===== src/rtl/pipeline_hazard_ctrl_if.sv =====
`default_nettype none
// ============================================================================
// Module      : pipeline_hazard_ctrl_if
// Description : ID-stage hazard bundle between the core datapath (master)
//               and the hazard/forwarding/flush controller (slave).
// Revision    : 1.0 - initial release
// ============================================================================
interface pipeline_hazard_ctrl_if #(
  parameter int REG_ADDR_W = 5,
  parameter int FWD_DEPTH  = 3
);
  localparam int SEL_W = $clog2(FWD_DEPTH + 1);

  // ID-stage instruction fields and pipeline events
  logic                  i_id_valid;
  logic [REG_ADDR_W-1:0] i_id_rs1;
  logic                  i_id_rs1_used;
  logic [REG_ADDR_W-1:0] i_id_rs2;
  logic                  i_id_rs2_used;
  logic [REG_ADDR_W-1:0] i_id_rd;
  logic                  i_id_reg_write;
  logic                  i_id_is_load;
  logic                  i_redirect;
  logic                  i_mem_busy;

  // Pipeline control back to the datapath
  logic                  o_stall;
  logic                  o_flush;
  logic                  o_bubble;
  logic                  o_freeze;
  logic [SEL_W-1:0]      o_fwd_sel_a;
  logic [SEL_W-1:0]      o_fwd_sel_b;

  modport master (
    output i_id_valid, i_id_rs1, i_id_rs1_used, i_id_rs2, i_id_rs2_used,
           i_id_rd, i_id_reg_write, i_id_is_load, i_redirect, i_mem_busy,
    input  o_stall, o_flush, o_bubble, o_freeze, o_fwd_sel_a, o_fwd_sel_b
  );

  modport slave (
    input  i_id_valid, i_id_rs1, i_id_rs1_used, i_id_rs2, i_id_rs2_used,
           i_id_rd, i_id_reg_write, i_id_is_load, i_redirect, i_mem_busy,
    output o_stall, o_flush, o_bubble, o_freeze, o_fwd_sel_a, o_fwd_sel_b
  );
endinterface
`default_nettype wire


===== src/rtl/pipeline_hazard_ctrl.sv =====
`default_nettype none
// ============================================================================
// Module      : pipeline_hazard_ctrl
// Description : Hazard, forwarding and flush controller for the RV32I core.
//               Keeps a shadow scoreboard of the post-ID stages (entry 0 = EX)
//               to produce forward selects, load-use stalls, multi-cycle
//               front-end flushes and memory-busy freezes.
//               Optional macro HAZARD_PERF_CNT_EN adds saturating 32-bit
//               stall/flush/freeze event counters.
// Revision    : 1.0 - initial release
// ============================================================================
module pipeline_hazard_ctrl #(
  parameter int REG_ADDR_W   = 5,
  parameter int FWD_DEPTH    = 3,
  parameter int LOAD_LATENCY = 1,
  parameter int FLUSH_CYCLES = 1
) (
  input  wire logic             i_clk,
  input  wire logic             i_reset,
  pipeline_hazard_ctrl_if.slave hz
`ifdef HAZARD_PERF_CNT_EN
  ,
  output logic [31:0]           o_stall_cnt,
  output logic [31:0]           o_flush_cnt,
  output logic [31:0]           o_freeze_cnt
`endif
);
  localparam int         SEL_W          = $clog2(FWD_DEPTH + 1);
  localparam logic [2:0] C_FLUSH_RELOAD = 3'(FLUSH_CYCLES - 1);

  logic [FWD_DEPTH-1:0]                 sb_valid_q, sb_valid_d;
  logic [FWD_DEPTH-1:0]                 sb_wr_q, sb_wr_d;
  logic [FWD_DEPTH-1:0]                 sb_load_q, sb_load_d;
  logic [FWD_DEPTH-1:0][REG_ADDR_W-1:0] sb_rd_q, sb_rd_d;
  logic [2:0]                           flush_cnt_q, flush_cnt_d;
  logic                                 pend_q, pend_d;

  logic [SEL_W-1:0] sel_a, sel_b;
  logic             lu_a, lu_b;
  logic             freeze, redir_now, flush_act, load_use, stall, bubble;

  // Youngest matching producer per source; the loop runs oldest-first so the
  // lowest index is written last and wins.
  always_comb begin
    sel_a = '0;
    sel_b = '0;
    lu_a  = 1'b0;
    lu_b  = 1'b0;
    for (int k = FWD_DEPTH - 1; k >= 0; k--) begin
      if (sb_valid_q[k] && sb_wr_q[k] && hz.i_id_rs1_used &&
          (hz.i_id_rs1 != '0) && (sb_rd_q[k] == hz.i_id_rs1)) begin
        sel_a = SEL_W'(k + 1);
        lu_a  = sb_load_q[k] && (k < LOAD_LATENCY);
      end
      if (sb_valid_q[k] && sb_wr_q[k] && hz.i_id_rs2_used &&
          (hz.i_id_rs2 != '0) && (sb_rd_q[k] == hz.i_id_rs2)) begin
        sel_b = SEL_W'(k + 1);
        lu_b  = sb_load_q[k] && (k < LOAD_LATENCY);
      end
    end
  end

  // Control decision: freeze beats flush, flush beats load-use stall.
  // Outputs are forced low while reset is held so they clear immediately.
  always_comb begin
    freeze    = hz.i_mem_busy;
    redir_now = hz.i_redirect | pend_q;
    flush_act = !freeze && (redir_now || (flush_cnt_q != 3'd0));
    load_use  = !freeze && (lu_a || lu_b);
    stall     = freeze || (load_use && !flush_act);
    bubble    = flush_act || load_use;

    hz.o_freeze    = freeze    & ~i_reset;
    hz.o_stall     = stall     & ~i_reset;
    hz.o_flush     = flush_act & ~i_reset;
    hz.o_bubble    = bubble    & ~i_reset;
    hz.o_fwd_sel_a = i_reset ? '0 : sel_a;
    hz.o_fwd_sel_b = i_reset ? '0 : sel_b;
  end

  // Next state: shift the scoreboard and run the flush counter unless frozen;
  // a redirect seen while frozen is parked until the first free cycle.
  always_comb begin
    sb_valid_d  = sb_valid_q;
    sb_wr_d     = sb_wr_q;
    sb_load_d   = sb_load_q;
    sb_rd_d     = sb_rd_q;
    flush_cnt_d = flush_cnt_q;
    pend_d      = pend_q;
    if (freeze) begin
      if (hz.i_redirect) begin
        pend_d = 1'b1;
      end
    end else begin
      for (int k = FWD_DEPTH - 1; k > 0; k--) begin
        sb_valid_d[k] = sb_valid_q[k-1];
        sb_wr_d[k]    = sb_wr_q[k-1];
        sb_load_d[k]  = sb_load_q[k-1];
        sb_rd_d[k]    = sb_rd_q[k-1];
      end
      sb_valid_d[0] = hz.i_id_valid && !stall && !flush_act;
      sb_wr_d[0]    = hz.i_id_reg_write;
      sb_load_d[0]  = hz.i_id_is_load;
      sb_rd_d[0]    = hz.i_id_rd;
      pend_d        = 1'b0;
      if (redir_now) begin
        flush_cnt_d = C_FLUSH_RELOAD;
      end else if (flush_cnt_q != 3'd0) begin
        flush_cnt_d = flush_cnt_q - 3'd1;
      end
    end
  end

  // State registers
  always_ff @(posedge i_clk or posedge i_reset) begin
    if (i_reset) begin
      sb_valid_q  <= '0;
      sb_wr_q     <= '0;
      sb_load_q   <= '0;
      sb_rd_q     <= '0;
      flush_cnt_q <= 3'd0;
      pend_q      <= 1'b0;
    end else begin
      sb_valid_q  <= sb_valid_d;
      sb_wr_q     <= sb_wr_d;
      sb_load_q   <= sb_load_d;
      sb_rd_q     <= sb_rd_d;
      flush_cnt_q <= flush_cnt_d;
      pend_q      <= pend_d;
    end
  end

`ifdef HAZARD_PERF_CNT_EN
  logic [31:0] stall_cnt_q, stall_cnt_d;
  logic [31:0] flush_cnt_ev_q, flush_cnt_ev_d;
  logic [31:0] freeze_cnt_q, freeze_cnt_d;

  // Saturating event counters
  always_comb begin
    stall_cnt_d    = stall_cnt_q;
    flush_cnt_ev_d = flush_cnt_ev_q;
    freeze_cnt_d   = freeze_cnt_q;
    if (stall && (stall_cnt_q != 32'hFFFF_FFFF)) begin
      stall_cnt_d = stall_cnt_q + 32'd1;
    end
    if (flush_act && (flush_cnt_ev_q != 32'hFFFF_FFFF)) begin
      flush_cnt_ev_d = flush_cnt_ev_q + 32'd1;
    end
    if (freeze && (freeze_cnt_q != 32'hFFFF_FFFF)) begin
      freeze_cnt_d = freeze_cnt_q + 32'd1;
    end
  end

  // Counter registers
  always_ff @(posedge i_clk or posedge i_reset) begin
    if (i_reset) begin
      stall_cnt_q    <= '0;
      flush_cnt_ev_q <= '0;
      freeze_cnt_q   <= '0;
    end else begin
      stall_cnt_q    <= stall_cnt_d;
      flush_cnt_ev_q <= flush_cnt_ev_d;
      freeze_cnt_q   <= freeze_cnt_d;
    end
  end

  assign o_stall_cnt  = stall_cnt_q;
  assign o_flush_cnt  = flush_cnt_ev_q;
  assign o_freeze_cnt = freeze_cnt_q;
`endif
endmodule
`default_nettype wire


===== src/flat_wrapper.sv =====
// flat-port wrapper written by rule: the top's interface ports become plain ports
module pipeline_hazard_ctrl_flat 
#(
  parameter int REG_ADDR_W   = 5,
  parameter int FWD_DEPTH    = 3,
  parameter int LOAD_LATENCY = 1,
  parameter int FLUSH_CYCLES = 1
)
  (i_clk, i_reset, hz_i_id_valid, hz_i_id_rs1, hz_i_id_rs1_used, hz_i_id_rs2, hz_i_id_rs2_used, hz_i_id_rd, hz_i_id_reg_write, hz_i_id_is_load, hz_i_redirect, hz_i_mem_busy, hz_o_stall, hz_o_flush, hz_o_bubble, hz_o_freeze, hz_o_fwd_sel_a, hz_o_fwd_sel_b);
  pipeline_hazard_ctrl_if #(.REG_ADDR_W(REG_ADDR_W), .FWD_DEPTH(FWD_DEPTH)) hz_i ();
  input  wire logic i_clk;
  input  wire logic i_reset;
  input wire logic [$bits(hz_i.i_id_valid)-1:0] hz_i_id_valid;
  input wire logic [$bits(hz_i.i_id_rs1)-1:0] hz_i_id_rs1;
  input wire logic [$bits(hz_i.i_id_rs1_used)-1:0] hz_i_id_rs1_used;
  input wire logic [$bits(hz_i.i_id_rs2)-1:0] hz_i_id_rs2;
  input wire logic [$bits(hz_i.i_id_rs2_used)-1:0] hz_i_id_rs2_used;
  input wire logic [$bits(hz_i.i_id_rd)-1:0] hz_i_id_rd;
  input wire logic [$bits(hz_i.i_id_reg_write)-1:0] hz_i_id_reg_write;
  input wire logic [$bits(hz_i.i_id_is_load)-1:0] hz_i_id_is_load;
  input wire logic [$bits(hz_i.i_redirect)-1:0] hz_i_redirect;
  input wire logic [$bits(hz_i.i_mem_busy)-1:0] hz_i_mem_busy;
  output wire logic [$bits(hz_i.o_stall)-1:0] hz_o_stall;
  output wire logic [$bits(hz_i.o_flush)-1:0] hz_o_flush;
  output wire logic [$bits(hz_i.o_bubble)-1:0] hz_o_bubble;
  output wire logic [$bits(hz_i.o_freeze)-1:0] hz_o_freeze;
  output wire logic [$bits(hz_i.o_fwd_sel_a)-1:0] hz_o_fwd_sel_a;
  output wire logic [$bits(hz_i.o_fwd_sel_b)-1:0] hz_o_fwd_sel_b;
  assign hz_i.i_id_valid = hz_i_id_valid;
  assign hz_i.i_id_rs1 = hz_i_id_rs1;
  assign hz_i.i_id_rs1_used = hz_i_id_rs1_used;
  assign hz_i.i_id_rs2 = hz_i_id_rs2;
  assign hz_i.i_id_rs2_used = hz_i_id_rs2_used;
  assign hz_i.i_id_rd = hz_i_id_rd;
  assign hz_i.i_id_reg_write = hz_i_id_reg_write;
  assign hz_i.i_id_is_load = hz_i_id_is_load;
  assign hz_i.i_redirect = hz_i_redirect;
  assign hz_i.i_mem_busy = hz_i_mem_busy;
  assign hz_o_stall = hz_i.o_stall;
  assign hz_o_flush = hz_i.o_flush;
  assign hz_o_bubble = hz_i.o_bubble;
  assign hz_o_freeze = hz_i.o_freeze;
  assign hz_o_fwd_sel_a = hz_i.o_fwd_sel_a;
  assign hz_o_fwd_sel_b = hz_i.o_fwd_sel_b;
  pipeline_hazard_ctrl #(.REG_ADDR_W(REG_ADDR_W), .FWD_DEPTH(FWD_DEPTH), .LOAD_LATENCY(LOAD_LATENCY), .FLUSH_CYCLES(FLUSH_CYCLES)) u_core (.i_clk(i_clk), .i_reset(i_reset), .hz(hz_i));
endmodule

===== config.mk =====
export PLATFORM = sky130hd
export DESIGN_NAME = pipeline_hazard_ctrl_flat
export DESIGN_NICKNAME = d
export VERILOG_FILES = /design/src/rtl/pipeline_hazard_ctrl_if.sv /design/src/rtl/pipeline_hazard_ctrl.sv /design/src/flat_wrapper.sv
export SDC_FILE = /design/constraint.sdc
export NUM_CORES = 1
export LEC_CHECK = 0
export BUFFER_PORTS_ARGS = -buffer_cell sky130_fd_sc_hd__buf_2
export CAP_MARGIN = 40
export CORE_ASPECT_RATIO = 1.75
export CORE_MARGIN = 2
export CORE_UTILIZATION = 53
export DETAILED_ROUTE_END_ITERATION = 8
export PLACE_DENSITY_LB_ADDON = 0.1
export SLEW_MARGIN = 10
export SYNTH_ARGS = -nofsm -noshare
export SYNTH_HDL_FRONTEND = slang
export SYNTH_SLANG_ARGS = --single-unit

===== constraint.sdc =====
create_clock -name i_clk -period 2.5 [get_ports i_clk]
set_clock_uncertainty 0.2 [all_clocks]
set_input_delay 0.375 -clock i_clk [delete_from_list [all_inputs] [get_ports i_clk]]
set_output_delay 0.375 -clock i_clk [all_outputs]
set_load 0.02 [all_outputs]

==> results of run 1 <==
-- critical path, cell delays in order (launching register included) --
cell      delay (ns)
dfrtp_2         0.46
xnor2_1         0.25
nand4_1         0.23
nor3_4          0.27
o21ai_2         0.10
a211oi_1        0.23
buf_2           0.21
-- layer usage --
metal / wire length, µm / track usage / vias to the layer above / part of all wire
met5: 0 / 0 / - / 0
met4: 135 / 0.121 / 0 / 0.041
met3: 140 / 0.0267 / 11 / 0.043
met2: 1720 / 0.395 / 42 / 0.52
met1: 1300 / 0.259 / 529 / 0.39
li1: - / - / 549 / -
-- power by group through the flow --
stage | combinational, mW | clock (mW) | sequential, mW
floorplan | 0.225 | 0 | 0.552
global placement | 0.287 | 0 | 0.567
detailed placement | 0.307 | 0 | 0.572
CTS | 0.318 | 0.234 | 0.562
global route | 0.375 | 0.249 | 0.576
finish | 0.330 | 0.230 | 0.566
-- cells in the mapped netlist --
cell type,n,area [µm²]
nor4_1,1,6.26
nand4_1,5,31.3
xnor2_1,28,245
nand3_1,4,20.0
nor2_1,6,22.5
or4_1,5,37.5
mux2_2,9,101
clkbuf_1,5,18.8
o22ai_1,1,6.26
inv_2,1,3.75
a21oi_1,2,10.0
nor3_2,1,10.0
a211oi_1,2,15.0
nand2_1,5,18.8
ha_1,2,25.0
dfrtp_1,26,651
and2_1,2,12.5
xor2_1,2,17.5
nor3_1,4,20.0
a41o_1,1,10.0
mux2_1,12,135
inv_1,4,15.0
nor2b_1,1,6.26
o21ai_0,6,30.0
o21ai_2,3,26.3
-- metrics by stage --
stage | utilization | instances
floorplan | - | 138
global placement | 0.622 | 192
detailed placement | 0.622 | 192
CTS | 0.648 | 196
global route | 0.667 | 197
finish | 0.667 | 197
-- registers in the layout (all words and copies together), names as in the netlist --
signal              cells
u_core.sb_load_q        1
u_core.flush_cnt_q      3
u_core.sb_rd_q         15
u_core.sb_wr_q          3
u_core.sb_valid_q       3
u_core.pend_q           1
-- how the worst max path moves through the flow --
| stage | start | end | slack (ns) | cells past startpoint |
|---|---|---|---|---|
| after floorplan | u_core.sb_rd_q[7] | hz_o_fwd_sel_a[1] | 0.20 | 4 |
| final | u_core.sb_rd_q[1] | hz_o_bubble | -0.1 | 6 |
| after detailed placement | hz_i_id_rs2[0] | hz_o_bubble | 0.06 | 7 |
| after CTS | u_core.sb_rd_q[9] | hz_o_fwd_sel_b[1] | -0.08 | 6 |
| after global routing | u_core.sb_rd_q[1] | hz_o_bubble | -0.22 | 6 |
| after global placement | hz_i_id_rs2[0] | hz_o_bubble | 0.11 | 7 |
-- cells by family after synthesis --
logic type	after synthesis	share of synthesized area
compound gates	15	0.0653
buf+inv	10	0.0251
fa+ha+maj	2	0.0167
flops	26	0.435
xor+xnor	30	0.176
simple gates	34	0.124
mux	21	0.158
-- repair_timing --
item	4_1_cts	5_1_grt
resized for setup	5	9
hold endpoints to repair	0	0
pin swaps	4	4
buffers inserted	1	1
endpoints found under the setup margin	3	6
-- final cells by class --
class | instances | area (µm²) | share of cell area
sequential | 26 | 654 | 0.364
inverter | 5 | 18.8 | 0.0105
clock buffer | 3 | 41.3 | 0.0230
timing repair buffer | 34 | 180 | 0.100
tap | 27 | 33.8 | 0.0188
multi-input combinational | 102 | 867 | 0.483
==> out/qor.csv, run 1 <==
stage,metric,value,unit
status,status,finished with violations,
status,failing checks,setup timing,
route,ANT nets after route,0,
sta,Final period util,1.04,
route,Starting DRT DRC Count,27,
placement,GPL Wtd Cong,0.867,
route,vias per inst,5.74,
clock_tree,clock slew at reported path FFs,0.08,ns
critical_path,CP Class,flop to primary output,
placement,Post-DP HPWL,2.47,mm
power,PwrDens,627,nW/µm²
clock_tree,clk buf depth,2,
global_route,initial antenna violation count,0,
final_layout,fin area,1800,µm²
route,wire per inst,16.7,µm
critical_path,worst-path maximum fanout,4,
die,row count,25,
route,DRT Pass-1 Iters,4,
critical_path,Worst setup EP type,primary output,
power,total power,1.13,mW
sta,Least-Margin Pin Slew,0.586,ns
sta,Final Critical Period,2.60,ns
die,DIE HEIGHT,74.3,µm
critical_path,reg2reg start,u_core.sb_rd_q[1],
critical_path,CP Launch Type,flop,
clock_tree,later-pin clock latency in the skew report,0.27,ns
placement,worst slack at placement,0.0649,ns
route,# DRC,0,
final_layout,filler instances,225,
sta,Slew Limit Fails,0,
die,I/O Pins,32,
critical_path,Reg2Reg Setup Slack,0.65,ns
final_layout,"Net count, final",198,
global_route,first-pass GRT wire length,5.42,mm
sta,Max Freq,385,MHz
clock_tree,cts hold-fix bufs,0,
power,switch share,0.316,
sta,Worst slew margin,0.609,
synth,Netlist cell types,25,
power,clock power share,0.204,
power,Pint,0.770,mW
final_layout,layout cells sized above 1,0.359,
global_route,GRT Overall Usage,0.225,
route,via count,1131,
synth,Mapped Area,1500,µm²
sta,Final Hold Slack,0.0624,ns
synth,Synth Area per Inst,10.8,µm²
sta,unrepaired setup endpoints after global routing,yes,
die,Core Area,2690,µm²
final_layout,diodes inserted,0,
synth,Synth Warn #,0,
critical_path,worst reg2reg endpoint,u_core.sb_valid_q[0],
die,Die X,44.2,µm
route,Routed WL,3.29,mm
power,Seq pwr share,0.503,
final_layout,most frequent cells in the layout,"30 x buf_2, 25 x xnor2_1, 23 x dfrtp_1",
job,Max-Cap Viols,0,
die,Die ar.,3280,µm²
clock_tree,Sinks on Clock Net,26,
synth,Syn Nets,164,
final_layout,"commonest non-fill, non-tap cell in the layout",buf_2,
global_route,total grt overflow,0,
sta,final worst slack,-0.0958,ns
clock_tree,CTS H-tree lvls,1,
critical_path,Reg2Reg Depth,5,
power,Gate power share,0.293,
power,Leak,0.763,nW
critical_path,Worst Path Required,1.92,ns
sta,Final Setup Violations,4,
synth,register area share after synthesis,0.435,
power,worst vdd ir,384,µV
placement,placed cell area,1670,µm²
sta,Setup TNS,-0.164,ns
placement,port buffer count,31,
synth,post-synthesis register bit count,26,
clock_tree,clk root buf,clkbuf_8,
die,Starting Density,0.556,
global_route,largest net degree at the start of global routing,30,
global_route,vias in the first global route,1196,
clock_tree,TritonCTS Buffers,3,
clock_tree,CTS tree,built,
final_layout,area delta synth->final,20.1,%
worst_hold_path,Hold WC Path Type,input pin to async pin,
critical_path,CP arrival,2.02,ns
synth,Gate Count Post-Synth,138,
power,Psw,0.356,mW
sta,"Hold Vio Cnt, Final",0,
No activity file was read; power rests on OpenSTA's default activity.
==> inputs of run 2 (changes only) <==
- CORE_UTILIZATION: 53 -> 56
- CTS_BUF_LIST: not set -> sky130_fd_sc_hd__clkbuf_4
==> run 2 against run 1 <==
Net effect: the run still ends with setup timing left; die area is 5.0% lower; routed wire length is 3.6% higher; combinational power is 1% lower; core utilization is 6.8 points higher; worst setup slack worse by 0.0034 ns; sequential cell count stayed put; count of clock-buffer cells in the layout stayed put; first-iteration DRC count is 15% lower; worst hold slack worse by 0.0097 ns; register-to-register slack better by 0.02 ns; global-route usage is 0.92 points higher.
==> out/qor.csv, run 2 (synthesis results as in run 1) <==
stage,metric,value,unit
die,DIE HEIGHT,72.4,µm
sta,final worst slack,-0.0991,ns
clock_tree,clk buf depth,2,
global_route,initial antenna violation count,0,
placement,GPL Wtd Cong,0.899,
clock_tree,clk root buf,clkbuf_4,
route,DRT Pass-1 Iters,4,
die,Starting Density,0.593,
worst_hold_path,hold path depth,2,
sta,Final Setup Violations,4,
route,Routed WL,3.41,mm
clock_tree,CTS tree,built,
critical_path,Worst Path Required,1.92,ns
critical_path,Reg2Reg Setup Slack,0.67,ns
global_route,vias in the first global route,1250,
final_layout,Layout Utilization,0.735,
worst_hold_path,hold path start,hz_i_id_rd[1],
global_route,GRT Overall Usage,0.234,
die,Die ar.,3120,µm²
route,vias per inst,5.75,
sta,unrepaired setup endpoints after global routing,yes,
placement,Post-DP HPWL,2.53,mm
power,PwrDens,634,nW/µm²
route,Starting DRT DRC Count,23,
worst_hold_path,Hold WC Path Type,input pin to flop,
sta,Slew Limit Fails,0,
placement,port buffer count,31,
critical_path,Worst setup EP type,primary output,
final_layout,most frequent cells in the layout,"28 x xnor2_1, 28 x buf_2, 24 x dfrtp_1",
route,wire per inst,16.8,µm
final_layout,diodes inserted,0,
final_layout,largest register by flop count,u_core.sb_rd_q,
final_layout,filler instances,175,
final_layout,area delta synth->final,24.0,%
route,via count,1167,
critical_path,worst reg2reg endpoint,u_core.sb_valid_q[0],
die,Core Area,2520,µm²
power,Leak,0.788,nW
critical_path,CP Launch Type,flop,
sta,Worst slew margin,0.593,
sta,"Hold Vio Cnt, Final",0,
final_layout,FF/Latch Area,653,µm²
sta,Least-Margin Pin Slew,0.611,ns
die,Die X,43.1,µm
critical_path,Reg2Reg Depth,6,
final_layout,flip-flop count of the largest register after layout,15,
job,Max-Cap Viols,0,
critical_path,reg2reg start,u_core.sb_rd_q[4],
route,ANT nets after route,0,
power,worst vdd ir,425,µV
die,row count,24,
clock_tree,Sinks on Clock Net,26,
final_layout,layout cells sized above 1,0.384,
critical_path,CP arrival,2.02,ns
final_layout,"Net count, final",204,
global_route,largest net degree at the start of global routing,30,
final_layout,multi-input logic area,865,µm²
sta,Final Hold Slack,0.0527,ns
die,I/O Pins,32,
sta,Max Freq,385,MHz
global_route,total grt overflow,0,
worst_hold_path,Worst Hold Endpoint,u_core.sb_rd_q[1],
critical_path,worst-path maximum fanout,3,
clock_tree,clock slew at reported path FFs,0.14,ns
sta,Final Critical Period,2.60,ns
clock_tree,later-pin clock latency in the skew report,0.32,ns
critical_path,CP Class,flop to primary output,
clock_tree,CTS H-tree lvls,1,
global_route,first-pass GRT wire length,5.58,mm
clock_tree,TritonCTS Buffers,3,
status,failing checks,setup timing,
sta,Final period util,1.04,
status,status,finished with violations,
route,# DRC,0,
==> run 2: layout make-up <==
cell class,count,share of cell area
Clock buffer,3,0.0121
Clock inverter,1,0.0162
Inverter,5,0.0101
Multi-Input combinational cell,102,0.466
Sequential cell,26,0.352
Tap cell,26,0.0175
Timing Repair Buffer,40,0.126
==> run 2: where the power goes <==
group	leakage (nW)	internal, mW	total, mW	switching [mW]
registers	0.315	0.492	0.564	0.0718
clock network	0.0279	0.162	0.285	0.123
logic	0.445	0.166	0.326	0.160
==> run 2: how the worst max path moves through the flow <==
stage,slack [ns],cells past startpoint,startpoint,to
after global placement,0.09,7,hz_i_id_rs1[4],hz_o_bubble
after global routing,-0.24,6,u_core.sb_rd_q[6],hz_o_fwd_sel_b[1]
after detailed placement,0.08,7,hz_i_id_rs1[4],hz_o_bubble
final,-0.1,6,u_core.sb_rd_q[6],hz_o_fwd_sel_b[1]
after floorplan,0.20,4,u_core.sb_rd_q[7],hz_o_fwd_sel_a[1]
after CTS,-0.09,6,u_core.sb_rd_q[6],hz_o_fwd_sel_b[1]
==> run 2: metrics by stage <==
stage	cells	TNS, ns	power, mW	setup WS [ns]	cell area (µm²)
after CTS	199	-0.122	1.18	-0.0851	1790
after global placement	191	0	0.859	0.0919	1670
after detailed placement	191	0	0.875	0.0787	1670
after global routing	203	-0.889	1.25	-0.243	1850
final	203	-0.331	1.18	-0.0991	1850
after floorplan	138	0	0.777	0.203	1500
==> run 2: worst max-delay path: stages, from the launching register on <==
cell and delay [ns]:
dfrtp_1 0.46, xnor2_1 0.15, nand4_1 0.11, or4_4 0.49
nor2b_1 0.14, nor3_1 0.16, buf_2 0.19
==> run 2: metal layers <==
metal	up-vias	GRT usage	wire length, µm
li1	563	-	-
met3	14	0.0224	145
met2	38	0.411	1850
met1	552	0.276	1260
met4	0	0.125	151
met5	-	0	0
==> run 2: repair_timing <==
action,CTS,global route
buffers inserted,3,4
resized for setup,7,10
hold endpoints to repair,15,0
pin swaps,5,9
hold buffers,1,0
setup endpoints to repair,6,6
==> inputs of run 3 (changes only) <==
- CORE_UTILIZATION: 56 -> 45
==> run 3 against run 2 <==
Net effect: the run still ends with setup timing left; critical path type unchanged; die area increased by 23%; final cell count rose by 11%; design area rose by 4.8%; critical endpoint unchanged.
==> out/qor.csv, run 3 (synthesis results as in run 1) <==
stage,metric,value,unit
placement,port buffer count,31,
sta,Final Setup Violations,5,
power,Seq pwr share,0.500,
critical_path,Worst Path Required,1.92,ns
power,Psw,0.368,mW
global_route,first-pass GRT wire length,5.62,mm
global_route,GRT Overall Usage,0.209,
die,Die X,47.6,µm
clock_tree,CTS tree,built,
power,switch share,0.327,
final_layout,diodes inserted,0,
sta,final worst slack,-0.142,ns
die,Core Area,3180,µm²
critical_path,Worst setup EP type,primary output,
route,via count,1196,
global_route,initial antenna violation count,0,
final_layout,fin area,1940,µm²
critical_path,CP Class,flop to primary output,
critical_path,max incr delay on CP,0.52,ns
sta,Final Hold Slack,0.0515,ns
route,Routed WL,3.62,mm
global_route,largest net degree at the start of global routing,27,
die,DIE HEIGHT,80.3,µm
sta,Final Critical Period,2.64,ns
final_layout,layout cells sized above 1,0.443,
clock_tree,clk buf depth,2,
placement,placed cell area,1700,µm²
die,Starting Density,0.471,
critical_path,worst-path maximum fanout,3,
power,Leak,0.844,nW
global_route,total grt overflow,0,
power,clock power share,0.164,
die,row count,27,
power,Gate power share,0.337,
power,Pint,0.755,mW
sta,Slew Limit Fails,0,
route,wire per inst,16.0,µm
power,PwrDens,578,nW/µm²
clock_tree,later-pin clock latency in the skew report,0.32,ns
sta,Worst slew margin,0.743,
route,Starting DRT DRC Count,10,
clock_tree,TritonCTS Buffers,3,
global_route,GRT Max-Usage Layer,met2,
clock_tree,Sinks on Clock Net,26,
global_route,met3 Use GR,0.0292,
sta,Final period util,1.06,
status,failing checks,setup timing,
final_layout,most frequent cells in the layout,"28 x buf_2, 22 x dfrtp_1, 20 x xnor2_1",
final_layout,"Net count, final",210,
global_route,GRT met1 Usage,0.210,
route,ANT nets after route,0,
final_layout,largest register by flop count,u_core.sb_rd_q,
critical_path,CP Cell Sequence,xnor2_1 > nand4_1 > or4_4 > nor2b_1 > nor3_1 > buf_4,
clock_tree,clock slew at reported path FFs,0.14,ns
status,status,finished with violations,
critical_path,WP buf/inv,1,
route,vias per inst,5.29,
die,I/O Pins,32,
die,Die ar.,3820,µm²
critical_path,CP arrival,2.07,ns
job,Max-Cap Viols,0,
critical_path,crit-path leading delay family,simple AND/OR/NAND/NOR gates,
critical_path,Reg2Reg Setup Slack,0.74,ns
final_layout,"commonest non-fill, non-tap cell in the layout",buf_2,
sta,Max Freq,379,MHz
final_layout,fin cells,226,
final_layout,filler instances,287,
placement,DP Cell Count,209,
placement,GPL Wtd Cong,0.950,
clock_tree,CTS H-tree lvls,1,
clock_tree,clk root buf,clkbuf_4,
global_route,vias in the first global route,1270,
placement,Post-DP HPWL,2.58,mm
sta,"Hold Vio Cnt, Final",0,
power,total power,1.12,mW
sta,unrepaired setup endpoints after global routing,yes,
final_layout,area delta synth->final,30.0,%
global_route,met2 Track Usage GR,0.381,
route,# DRC,0,
worst_hold_path,Hold WC Path Type,input pin to flop,
route,DRT Pass-1 Iters,4,
final_layout,flip-flop count of the largest register after layout,15,
sta,Least-Margin Pin Slew,0.382,ns
power,worst vdd ir,358,µV
critical_path,crit path max-delay cell type,or4_4,
critical_path,CP Launch Type,flop,
==> run 3: changes by cell type in the layout (fill, tap and decap cells not counted), moves of 2 or more <==
cell,delta
xnor2_2,+8
or4_1,+2
buf_4,+5
or4_4,-2
dfrtp_1,-2
xnor2_1,-8
dfrtp_2,+2
==> run 3: layer usage <==
layer / vias up / part of all wire
met4: 0 / 0.040
met3: 8 / 0.036
met5: - / 0
met1: 580 / 0.37
li1: 579 / -
met2: 29 / 0.55
==> run 3: timing repair <==
item / CTS / global route
setup buffers: 6 / 7
cloned: 0 / 0
resized for setup: 6 / 19
endpoints found under the hold margin: 14 / 0
endpoints found under the setup margin: 6 / 6
pin swaps: 11 / 9
hold buffers: 1 / 0
==> run 3: through the flow <==
step / worst slack (ns) / util / TNS [ns]
floorplan: 0.203 / - / 0
global placement: 0.0948 / 0.535 / 0
detailed placement: 0.106 / 0.535 / 0
CTS: -0.100 / 0.570 / -0.274
global route: -0.265 / 0.612 / -0.933
finish: -0.142 / 0.612 / -0.366
==> run 3: cell type report <==
class	count	area [µm²]	area share
multi-input cells	102	907	0.467
flip-flops and latches	26	656	0.337
repair buffers	46	282	0.145
well taps	43	53.8	0.0277
clock buffers	3	22.5	0.0116
inverters	5	18.8	0.00966
clock inverters	1	3.75	0.00193
==> run 3: final timing paths <==
path,cells past startpoint,endpoint,start
min reg2reg,1,u_core.flush_cnt_q[0],u_core.flush_cnt_q[0]
min,2,u_core.sb_rd_q[1],hz_i_id_rd[1]
max reg2reg,5,u_core.sb_valid_q[0],u_core.sb_rd_q[1]
min in group asynchronous,4,u_core.sb_valid_q[0],i_reset
max,6,hz_o_fwd_sel_b[1],u_core.sb_rd_q[9]
max in group asynchronous,4,u_core.sb_rd_q[2],i_reset
==> run 3: power by group through the flow <==
stage / logic [mW] / registers (mW) / clock network, mW
6_report: 0.378 / 0.561 / 0.184
5_1_grt: 0.425 / 0.573 / 0.208
4_1_cts: 0.338 / 0.559 / 0.189
3_5_place_dp: 0.302 / 0.574 / 0
3_3_place_gp: 0.294 / 0.570 / 0
2_1_floorplan: 0.225 / 0.552 / 0
